===== config.mk =====
export PLATFORM = sky130hd
export DESIGN_NAME = memory_access_arbiter
export DESIGN_NICKNAME = d
export VERILOG_FILES = /design/src/rtl/memory_access_arbiter.sv
export SDC_FILE = /design/constraint.sdc
export NUM_CORES = 1
export LEC_CHECK = 0
export ABC_AREA = 1
export BUFFER_PORTS_ARGS = -buffer_cell sky130_fd_sc_hd__buf_2
export CAP_MARGIN = 20
export CORE_MARGIN = 3
export CORE_UTILIZATION = 47
export DETAILED_ROUTE_END_ITERATION = 16
export PLACE_DENSITY_LB_ADDON = 0.1
export SLEW_MARGIN = 20
export SYNTH_ARGS = -nofsm -noshare
export SYNTH_HDL_FRONTEND = slang
export SYNTH_SLANG_ARGS = --single-unit

===== constraint.sdc =====
create_clock -name clk -period 3 [get_ports clk]
set_input_delay 0.15 -clock clk [delete_from_list [all_inputs] [get_ports clk]]
set_output_delay 0.15 -clock clk [all_outputs]
set_load 0.1 [all_outputs]

===== src/rtl/memory_access_arbiter.sv =====
// Arbitrates the fetch and load/store ports onto the single-ported Memory_System.
// Each access runs IDLE -> ACCESS -> RESP; the winner gets read data and a one-cycle ack.
module memory_access_arbiter #(
  parameter int unsigned            DATA_WIDTH   = 32,
  parameter int unsigned            MEMORY_DEPTH = 64,
  parameter logic [DATA_WIDTH-1:0]  TEXT_BASE    = 32'h0040_0000,
  parameter logic [DATA_WIDTH-1:0]  DATA_BASE    = 32'h1001_0000
) (
  input  logic                  clk,
  input  logic                  reset,

  input  logic                  if_req_i,
  input  logic [DATA_WIDTH-1:0] if_addr_i,
  output logic                  if_ack_o,
  output logic [DATA_WIDTH-1:0] if_data_o,

  input  logic                  d_req_i,
  input  logic                  d_we_i,
  input  logic [DATA_WIDTH-1:0] d_addr_i,
  input  logic [DATA_WIDTH-1:0] d_wdata_i,
  output logic                  d_ack_o,
  output logic [DATA_WIDTH-1:0] d_rdata_o,

  output logic [DATA_WIDTH-1:0] mem_range_o,
  output logic                  mem_we_o,
  output logic [DATA_WIDTH-1:0] mem_addr_o,
  output logic [DATA_WIDTH-1:0] mem_wdata_o,
  input  logic [DATA_WIDTH-1:0] mem_rdata_i,

  output logic                  addr_err_o
);

  typedef enum logic [1:0] {
    StIdle,
    StAccess,
    StResp
  } state_e;

  localparam logic [DATA_WIDTH-1:0] SegBytes = DATA_WIDTH'(4 * MEMORY_DEPTH);

  state_e                r_state;
  state_e                w_state_next;
  logic                  r_last_d;
  logic                  r_grant_d;
  logic                  r_valid;
  logic                  r_we;
  logic [DATA_WIDTH-1:0] r_addr;
  logic [DATA_WIDTH-1:0] r_wdata;
  logic [DATA_WIDTH-1:0] r_range;
  logic [DATA_WIDTH-1:0] r_if_data;
  logic [DATA_WIDTH-1:0] r_d_rdata;
  logic                  r_err;

  logic                  w_req_any;
  logic                  w_pick_d;
  logic                  w_start;
  logic [DATA_WIDTH-1:0] w_sel_addr;
  logic [DATA_WIDTH-1:0] w_sel_base;
  logic [DATA_WIDTH-1:0] w_offset;
  logic                  w_addr_ok;
  logic [DATA_WIDTH-1:0] w_rdata_eff;

  // Round-robin: on a tie the port that was not granted last wins.
  assign w_req_any  = if_req_i | d_req_i;
  assign w_pick_d   = d_req_i & (~if_req_i | ~r_last_d);
  assign w_start    = (r_state == StIdle) & w_req_any;
  assign w_sel_addr = w_pick_d ? d_addr_i : if_addr_i;
  assign w_sel_base = w_pick_d ? DATA_BASE : TEXT_BASE;
  assign w_offset   = w_sel_addr - w_sel_base;
  assign w_addr_ok  = (w_sel_addr[1:0] == 2'b00) && (w_sel_addr >= w_sel_base) &&
                      (w_offset < SegBytes);

  // Rejected accesses still complete, but return zero instead of memory contents.
  assign w_rdata_eff = r_valid ? mem_rdata_i : '0;

  always_comb begin
    w_state_next = r_state;
    unique case (r_state)
      StIdle:   if (w_req_any) w_state_next = StAccess;
      StAccess: w_state_next = StResp;
      StResp:   w_state_next = StIdle;
      default:  w_state_next = StIdle;
    endcase
  end

  always_ff @(posedge clk or negedge reset) begin
    if (!reset) begin
      r_state   <= StIdle;
      r_last_d  <= 1'b1;
      r_grant_d <= 1'b0;
      r_valid   <= 1'b0;
      r_we      <= 1'b0;
      r_addr    <= '0;
      r_wdata   <= '0;
      r_range   <= TEXT_BASE;
      r_if_data <= '0;
      r_d_rdata <= '0;
      r_err     <= 1'b0;
    end else begin
      r_state <= w_state_next;
      if (w_start) begin
        r_grant_d <= w_pick_d;
        r_last_d  <= w_pick_d;
        r_valid   <= w_addr_ok;
        r_we      <= w_pick_d & d_we_i;
        r_addr    <= w_sel_addr;
        r_wdata   <= w_pick_d ? d_wdata_i : '0;
        r_range   <= w_sel_base;
        if (!w_addr_ok) begin
          r_err <= 1'b1;
        end
      end
      if (r_state == StAccess) begin
        if (r_grant_d) begin
          r_d_rdata <= w_rdata_eff;
        end else begin
          r_if_data <= w_rdata_eff;
        end
      end
    end
  end

  assign mem_range_o = r_range;
  assign mem_addr_o  = r_addr;
  assign mem_wdata_o = r_wdata;
  assign mem_we_o    = (r_state == StAccess) & r_we & r_valid;

  assign if_ack_o    = (r_state == StResp) & ~r_grant_d;
  assign d_ack_o     = (r_state == StResp) & r_grant_d;
  assign if_data_o   = r_if_data;
  assign d_rdata_o   = r_d_rdata;
  assign addr_err_o  = r_err;

endmodule

**Word-level counts from Yosys, hierarchy flattened**

Cells that the tools add are included.

- Bits in registers: 167
- Output and inout bits: 164
- Logic and storage cells: 43

- $add $sub $neg: 1
- Order comparisons: 2
- Eq/ne operators: 3
- Multiplexer cells: 6
- Bitwise operators: 13
- Reduce and logical (&&, ||, !) cells: 7

Operators with widths:

| operator | number |
|---|---|
| 32-bit two-way mux | 3 |
| 32-bit by 29-bit greater-or-equal comparator with 1-bit output | 1 |
| 32-bit by 9-bit < comparator with 1-bit output (second input constant) | 1 |
| 32-bit by 29-bit subtractor with 32-bit output | 1 |
| 29-bit two-way mux | 1 |
| 1-bit bitwise AND | 7 |
| 2-bit AND reduction | 3 |
| 2-bit logical NOT | 2 |
| 1-bit inverter | 4 |
| 2-bit one-hot mux with 2 select lines | 1 |
| 2-bit by 1-bit equality test with 1-bit output (second input constant) | 1 |
| 2-bit equality test (second input constant) | 1 |
| 1-bit logical AND | 2 |
| 2-bit two-way mux | 1 |
| 2-bit inequality test (second input constant) | 1 |
| 1-bit bitwise OR | 2 |

**Depth between registers and ports, before layout**

Gate-level depths: netlist (run 1).

- Depth in word-level cells: 9
- Depth in mapped cells: 20

**Worst setup path before layout (run 1)**

Ideal clock, no wire load.

- Path kind: flip-flop to output port
- Start point: register, netlist name mem_range_o[16]
- End point: output if_ack_o
- Arrival time: 2.476 ns
- Data required time: 2.850 ns
- Slack: 0.374 ns
- Stages on the path, launching flop included: 2
- Path buffers: 0
- Path through: dfrtp_1 -> nor3_1

RTL lines:

| element | line | source |
|---|---|---|
| end, declared | 14 | `output logic if_ack_o,` |

**Final worst setup path (run 1)**

- Start point: register r_last_d
- End point: register r_err (netlist: addr_err_o)

- Word-level cells in the longest chain between the ends: 9
- Elaborated cells between the ends (all ways): 13

Ends and longest elaborated chain:

| element | line | source |
|---|---|---|
| start, declared | 43 | `logic r_last_d;` |
| start signal, assigned | 103 | `r_last_d <= w_pick_d;` |
| 1-bit inverter * | 65 | `assign w_pick_d = d_req_i & (~if_req_i \| ~r_last_d);` |
| 1-bit bitwise OR * | 65 |  |
| 1-bit bitwise AND * | 65 |  |
| via w_pick_d | 55 | `logic w_pick_d;` |
| 32-bit two-way mux or 29-bit two-way mux (tied branches) | 67, 68 |  |
| 32-bit by 29-bit subtractor with 32-bit output (tied with other cells) | 69 | `assign w_offset = w_sel_addr - w_sel_base;` |
| 32-bit by 9-bit < comparator with 1-bit output or 1-bit logical AND (tied branches) | 71, 70 |  |
| 1-bit logical AND * | 70 | `assign w_addr_ok = (w_sel_addr[1:0] == 2'b00) && (w_sel_addr >= w_sel_base) &&` |
| 1-bit inverter (no line) * | -- |  |
| 2-bit AND reduction (no line) * | -- |  |
| end signal, assigned | 98 | `r_err <= 1'b0;` |
| end signal, assigned | 110 | `r_err <= 1'b1;` |
| end, declared | 52 | `logic r_err;` |

The timed path passes the listed nets; every way through them passes the cells marked *.
A chain may end at the register's enable or synchronous reset.

==> results.ini, run 1 <==
[critical_path]
crit_buf_inv=3
crit_path_start_kind=register
crit_chain=nand2_2, nand2_2, buf_4, inv_2, ha_1, ha_1, nand2_1, inv_1, nand2_1, nor2_1, nand2_1, nor2_1, nand2_1, nor2_1, nand3_1, nor2_1, nand2_1, nand2_1, nand2_1
crit_family=simple AND/OR/NAND/NOR gates
critical_path_class=reg2reg
worstPathArrival_ns=2.90
max_stage_delay_ns=0.53
required_ns=3.30
worstSetupEndpointType=register
slowest_stage=dfstp_2
cp_max_fo=26
cpMostUsedCell=nand2_1

[clock_tree]
cts_tree=done
htree_levels=4
clock_latency_ns=0.42
postCtsSetupBuffers=0
cts_sinks=136
cts.clk_slew.worst_paths_ns=0.05
root_buffer=clkbuf_16
clock_path_buffers=2
cts_buffers=17

[min_path]
hold_class=in2reg

[final_layout]
synthToLayoutAreaGrowth_pct=38.79
nets=1186
fillCellCount=1087
final_cell_mix=buf_2 (266), nand2_1 (249), dfrtp_1 (134), o21ai_0 (95)
drive_gt1_share_pct=31.39
multi_input_area_um2=2421
utilization_pct=67.97
final_common_cell=buf_2
regArea_um2=3406

[sta]
maxSlewViolCount=0
layout_setup_ws_ns=0.3963
final.min_clock_period_ns=2.604
final-setup-viol-count=0
finClkSkew_ns=0.008788
hold_viol_final=0
fin_crit_sh_pct=86.79
fmax_ghz=0.3841
relSlewSlack_pct=54.66
fin_tns_setup_ns=0
rsz0062_at_grt=false
tightest_slew_ns=0.6801

[route]
via_count=6022
firstDrtPassIters=5
drt-wirelength-per-cell_um=15.03
drc_errors=0
drt-initial-drc-count=426
postRouteAntennaNets=0
drt-total-wl_um=18600
via_per_inst=4.868

[synthesis]
syn_inst=747
syn_avg_cell_area_um2=8.442
seq_area_frac_synth_pct=54.01
synth-seq-cells=136
yosys.cell_types.count=27
yosys_warnings=0
syn_area_um2=6306

[floorplanning]
core_area_um2=12880
die_w_um=121.8
initial_core_util_pct=48.97
die_area_um2=14840
ios=297
num_rows=41
die_y_um=121.8

[run_status]
status=completed

[placed_design]
hpwl_um=13150
portBuffers=267
dp_slack_ns=0.3871
gp_congestion=0.8747

[global_route]
overflow=0
grt_usage_pct=25.00
grt_pass1_vias=5737
grt_pass1_wl_um=28920
grt_max_degree=75
antenna_found_initial=0

[job]
maxCapViolCount=0

==> what timing repair did <==
item,in CTS,in global routing
hold buffers,46,0
gates resized for setup,0,0
endpoints found under the hold margin,110,0
setup endpoints to repair,0,0
==> worst reg2reg max path, cell delays in order, from the launching register on <==
cell	delay, ns
dfstp_2	0.53
nand2_2	0.06
nand2_2	0.08
buf_4	0.28
inv_2	0.16
ha_1	0.23
ha_1	0.27
nand2_1	0.05
inv_1	0.04
nand2_1	0.05
nor2_1	0.08
nand2_1	0.05
nor2_1	0.09
nand2_1	0.05
nor2_1	0.10
nand3_1	0.08
nor2_1	0.11
nand2_1	0.07
nand2_1	0.06
nand2_1	0.06
==> routing by layer <==
| layer | vias up | global-route usage [%] | wire, um |
|---|---|---|---|
| li1 | 2970 | - | - |
| met1 | 2794 | 30.86 | 7511 |
| met2 | 232 | 42.37 | 9342 |
| met3 | 26 | 6.732 | 1340 |
| met4 | 0 | 8.964 | 402 |
| met5 | - | 0 | 0 |
==> per-stage QoR <==
step	instance area (um^2)	hold slack, ns	instances
finish	8752	0.01697	1237
floorplan	6411	-0.1456	775
CTS	8750	0.0002018	1236
global route	8750	0.01056	1236
detailed placement	7690	0.2232	1158
global placement	7690	0.2225	1158
==> cell usage after synthesis <==
cell | instances | area (um^2)
clkbuf_1 | 26 | 97.59
buf_1 | 3 | 11.26
o21ai_0 | 96 | 480.5
o21bai_1 | 1 | 7.510
a22o_1 | 32 | 280.3
nand2_2 | 4 | 25.02
and3_1 | 1 | 6.260
inv_1 | 46 | 172.7
buf_4 | 35 | 262.8
nor3_1 | 2 | 10.01
and2_1 | 1 | 6.260
ha_1 | 2 | 25.02
dfstp_2 | 2 | 52.55
nor2_1 | 35 | 131.4
a21oi_1 | 4 | 20.02
nand3b_1 | 11 | 82.58
nand2_1 | 249 | 934.7
nand3_1 | 34 | 170.2
mux2i_1 | 2 | 20.02
nor2_2 | 6 | 37.54
conb_1 | 1 | 3.750
buf_6 | 1 | 11.26
dfrtp_1 | 134 | 3353
buf_2 | 4 | 20.02
o21ai_2 | 2 | 17.52
inv_2 | 6 | 22.52
a31oi_1 | 7 | 43.79
==> flip-flops by register name, summed over array words and instances, names as in the netlist, 2 cells and up <==
register / flops
if_data_o: 32
d_rdata_o: 32
r_state: 2
mem_range_o: 2
mem_wdata_o: 32
mem_addr_o: 32
==> path summary, 6_finish.rpt <==
path	from	endpoint	slack, ns	cells after the start
setup / recovery	r_last_d$_DFFE_PN1P_	addr_err_o$_DFFE_PN0P_	0.40	19
hold / removal	mem_rdata_i[18]	if_data_o[18]$_DFFE_PN0P_	0.02	3
setup reg to reg	r_last_d$_DFFE_PN1P_	addr_err_o$_DFFE_PN0P_	0.40	19
hold reg to reg	addr_err_o$_DFFE_PN0P_	addr_err_o$_DFFE_PN0P_	0.47	2
max in group asynchronous	reset	mem_range_o[22]$_DFFE_PN1P_	1.93	3
min in group asynchronous	reset	if_data_o[9]$_DFFE_PN0P_	0.33	2
==> kinds of logic (layout without fill, tap and decap cells) <==
logic type	Yosys count	in the layout	synth area share, %
DFF	136	136	54.01
and+or+nand+nor	343	343	22.26
other	1	30	0.05947
AOI/OAI and AO/OA	142	142	13.47
muxes	2	2	0.3175
adders and majority gates	2	2	0.3968
buffers and inverters	121	410	9.484
==> area by class of cell <==
type / count / share of cell area [%]
Antenna cell: 1 / 0.02859
Clock buffer: 21 / 5.490
Clock inverter: 11 / 1.358
Inverter: 52 / 2.230
Multi-Input combinational cell: 518 / 27.66
Sequential cell: 136 / 38.91
Tap cell: 172 / 2.459
Timing Repair Buffer: 326 / 21.86
Power of run 1 is not shown: default switching activity piles up to over one toggle a cycle in this logic, so the estimate is an artifact.
==> run 2, diff against run 1 <==
CTS_CLUSTER_DIAMETER = 200   (was unset)
REMOVE_ABC_BUFFERS = 1   (was unset)
==> results.ini, run 2 (synthesis results as in run 1) <==
[floorplanning]
core_area_um2=12880  ; unchanged
die_y_um=121.8  ; unchanged
die_area_um2=14840  ; unchanged
initial_core_util_pct=48.97  ; unchanged
ios=297  ; unchanged
num_rows=41  ; unchanged
die_w_um=121.8  ; unchanged

[global_route]
overflow=0  ; unchanged
grt_pass1_vias=5639  ; -1.7%
grt_usage_pct=23.88  ; -1.1 points
grt_max_degree=114  ; +52%
grt_pass1_wl_um=27990  ; -3.2%
antenna_found_initial=1  ; +1

[sta]
relSlewSlack_pct=32.21  ; -22 points
hold_viol_final=0  ; unchanged
layout_setup_ws_ns=0.4419  ; +0.04562 ns
fin_tns_setup_ns=0  ; unchanged
final.min_clock_period_ns=2.558  ; -0.04562 ns
finClkSkew_ns=0.01103  ; +0.002243 ns
fmax_ghz=0.3909  ; +1.8%
tightest_slew_ns=1.013  ; +0.3332 ns
maxSlewViolCount=0  ; unchanged
rsz0062_at_grt=false
final-setup-viol-count=0  ; unchanged
fin_crit_sh_pct=85.27  ; -1.5 points

[critical_path]
reg2reg_to=addr_err_o$_DFFE_PN0P_
crit_start=r_last_d$_DFFE_PN1P_
r2r_start=r_last_d$_DFFE_PN1P_
r2r_cells=19  ; unchanged
crit_path_start_kind=register
critical_path_class=reg2reg
cp_max_fo=15  ; -42%
required_ns=3.29  ; about the same
worstSetupEndpointType=register
worstPathArrival_ns=2.85  ; -0.05 ns
endpoint=addr_err_o$_DFFE_PN0P_
rrSetupSlack_ns=0.44  ; +0.05 ns

[clock_tree]
cts_sinks=136  ; unchanged
clock_path_buffers=2  ; unchanged
cts_buffers=17  ; unchanged
cts_tree=done
cts.clk_slew.worst_paths_ns=0.06  ; about the same
cts.repair.resized=0  ; unchanged
clock_latency_ns=0.42  ; about the same
htree_levels=4  ; unchanged
root_buffer=clkbuf_16

[route]
postRouteAntennaNets=0  ; unchanged
via_per_inst=4.877  ; +0.17%
drt-wirelength-per-cell_um=14.58  ; -3.0%
via_count=6008  ; -0.23%
drt-total-wl_um=17960  ; -3.4%
firstDrtPassIters=5  ; unchanged
drc_errors=0  ; unchanged
drt-initial-drc-count=432  ; +1.4%

[final_layout]
final_common_cell=buf_2
synthToLayoutAreaGrowth_pct=38.79  ; unchanged
nets=1181  ; -0.42%
final_cell_mix=buf_2 (266), nand2_1 (247), dfrtp_1 (134), o21ai_0 (95), inv_1 (46)
utilization_pct=67.97  ; unchanged
multi_input_area_um2=2426  ; +0.21%
regArea_um2=3406  ; unchanged
drive_gt1_share_pct=31.44  ; +0.054 points
fillCellCount=1136  ; +4.5%

[min_path]
hold_class=in2reg

[placed_design]
dp_slack_ns=0.4679  ; +0.08074 ns
gp_congestion=0.8692  ; -0.63%
portBuffers=267  ; unchanged
hpwl_um=12620  ; -4.0%

[run_status]
status=completed

[job]
maxCapViolCount=0  ; unchanged

## run 2: worst min path at each step
| stage | from | end | slack [ns] | cells past startpoint |
|---|---|---|---|---|
| 6_report | d_addr_i[4] | mem_addr_o[4]$_DFFE_PN0P_ | 0.02 | 3 |
| 5_1_grt | mem_rdata_i[26] | if_data_o[26]$_DFFE_PN0P_ | 0.02 | 3 |
| 4_1_cts | mem_rdata_i[26] | if_data_o[26]$_DFFE_PN0P_ | 0.003 | 3 |
| 3_5_place_dp | reset | if_data_o[5]$_DFFE_PN0P_ | 0.37 | 1 |
| 3_3_place_gp | reset | if_data_o[5]$_DFFE_PN0P_ | 0.37 | 1 |
| 2_1_floorplan | reset | addr_err_o$_DFFE_PN0P_ | -0.15 | 0 |
## run 2: layout make-up
cell class,instances,area share [%]
Antenna cell,1,0.02859
Clock buffer,18,5.018
Clock inverter,14,2.373
Inverter,52,2.230
Multi-Input combinational cell,518,27.72
Sequential cell,136,38.91
Tap cell,172,2.459
Timing Repair Buffer,321,21.26
## run 2: metrics by stage
step | instances | hold slack (ns) | instance area [um^2]
CTS | 1231 | 0.003163 | 8747
finish | 1232 | 0.01746 | 8752
global placement | 1155 | 0.3668 | 7660
detailed placement | 1155 | 0.3712 | 7660
global route | 1232 | 0.02260 | 8752
floorplan | 706 | -0.1456 | 6008
## run 2: what timing repair did
| action | in CTS | in global routing |
|---|---|---|
| hold buffers | 44 | 0 |
| endpoints found under the hold margin | 147 | 0 |
| buffers inserted | 0 | 0 |
| setup endpoints to repair | 0 | 0 |
## run 2: worst max-delay path: stages (launching register included)
cell	delay, ns
dfstp_2	0.53
nand2_2	0.07
nand2_2	0.10
buf_4	0.21
inv_2	0.12
ha_1	0.21
ha_1	0.27
nand2_1	0.05
inv_1	0.04
nand2_1	0.04
nor2_1	0.10
nand2_1	0.06
nor2_1	0.09
nand2_1	0.05
nor2_1	0.11
nand3_1	0.08
nor2_1	0.12
nand2_1	0.07
nand2_1	0.06
nand2_1	0.05
## run 2: metal layers
layer  GRT usage [%]  part of all wire [%]  wire, um  vias to the layer above
met5               0                     0         0                        -
met4           8.964                   2.2       404                        0
met3           5.989                   7.6      1363                       33
met2           38.78                    48      8684                      253
met1           31.05                    42      7510                     2766
li1                -                     -         -                     2956
Power of run 2 is left out for the same reason.
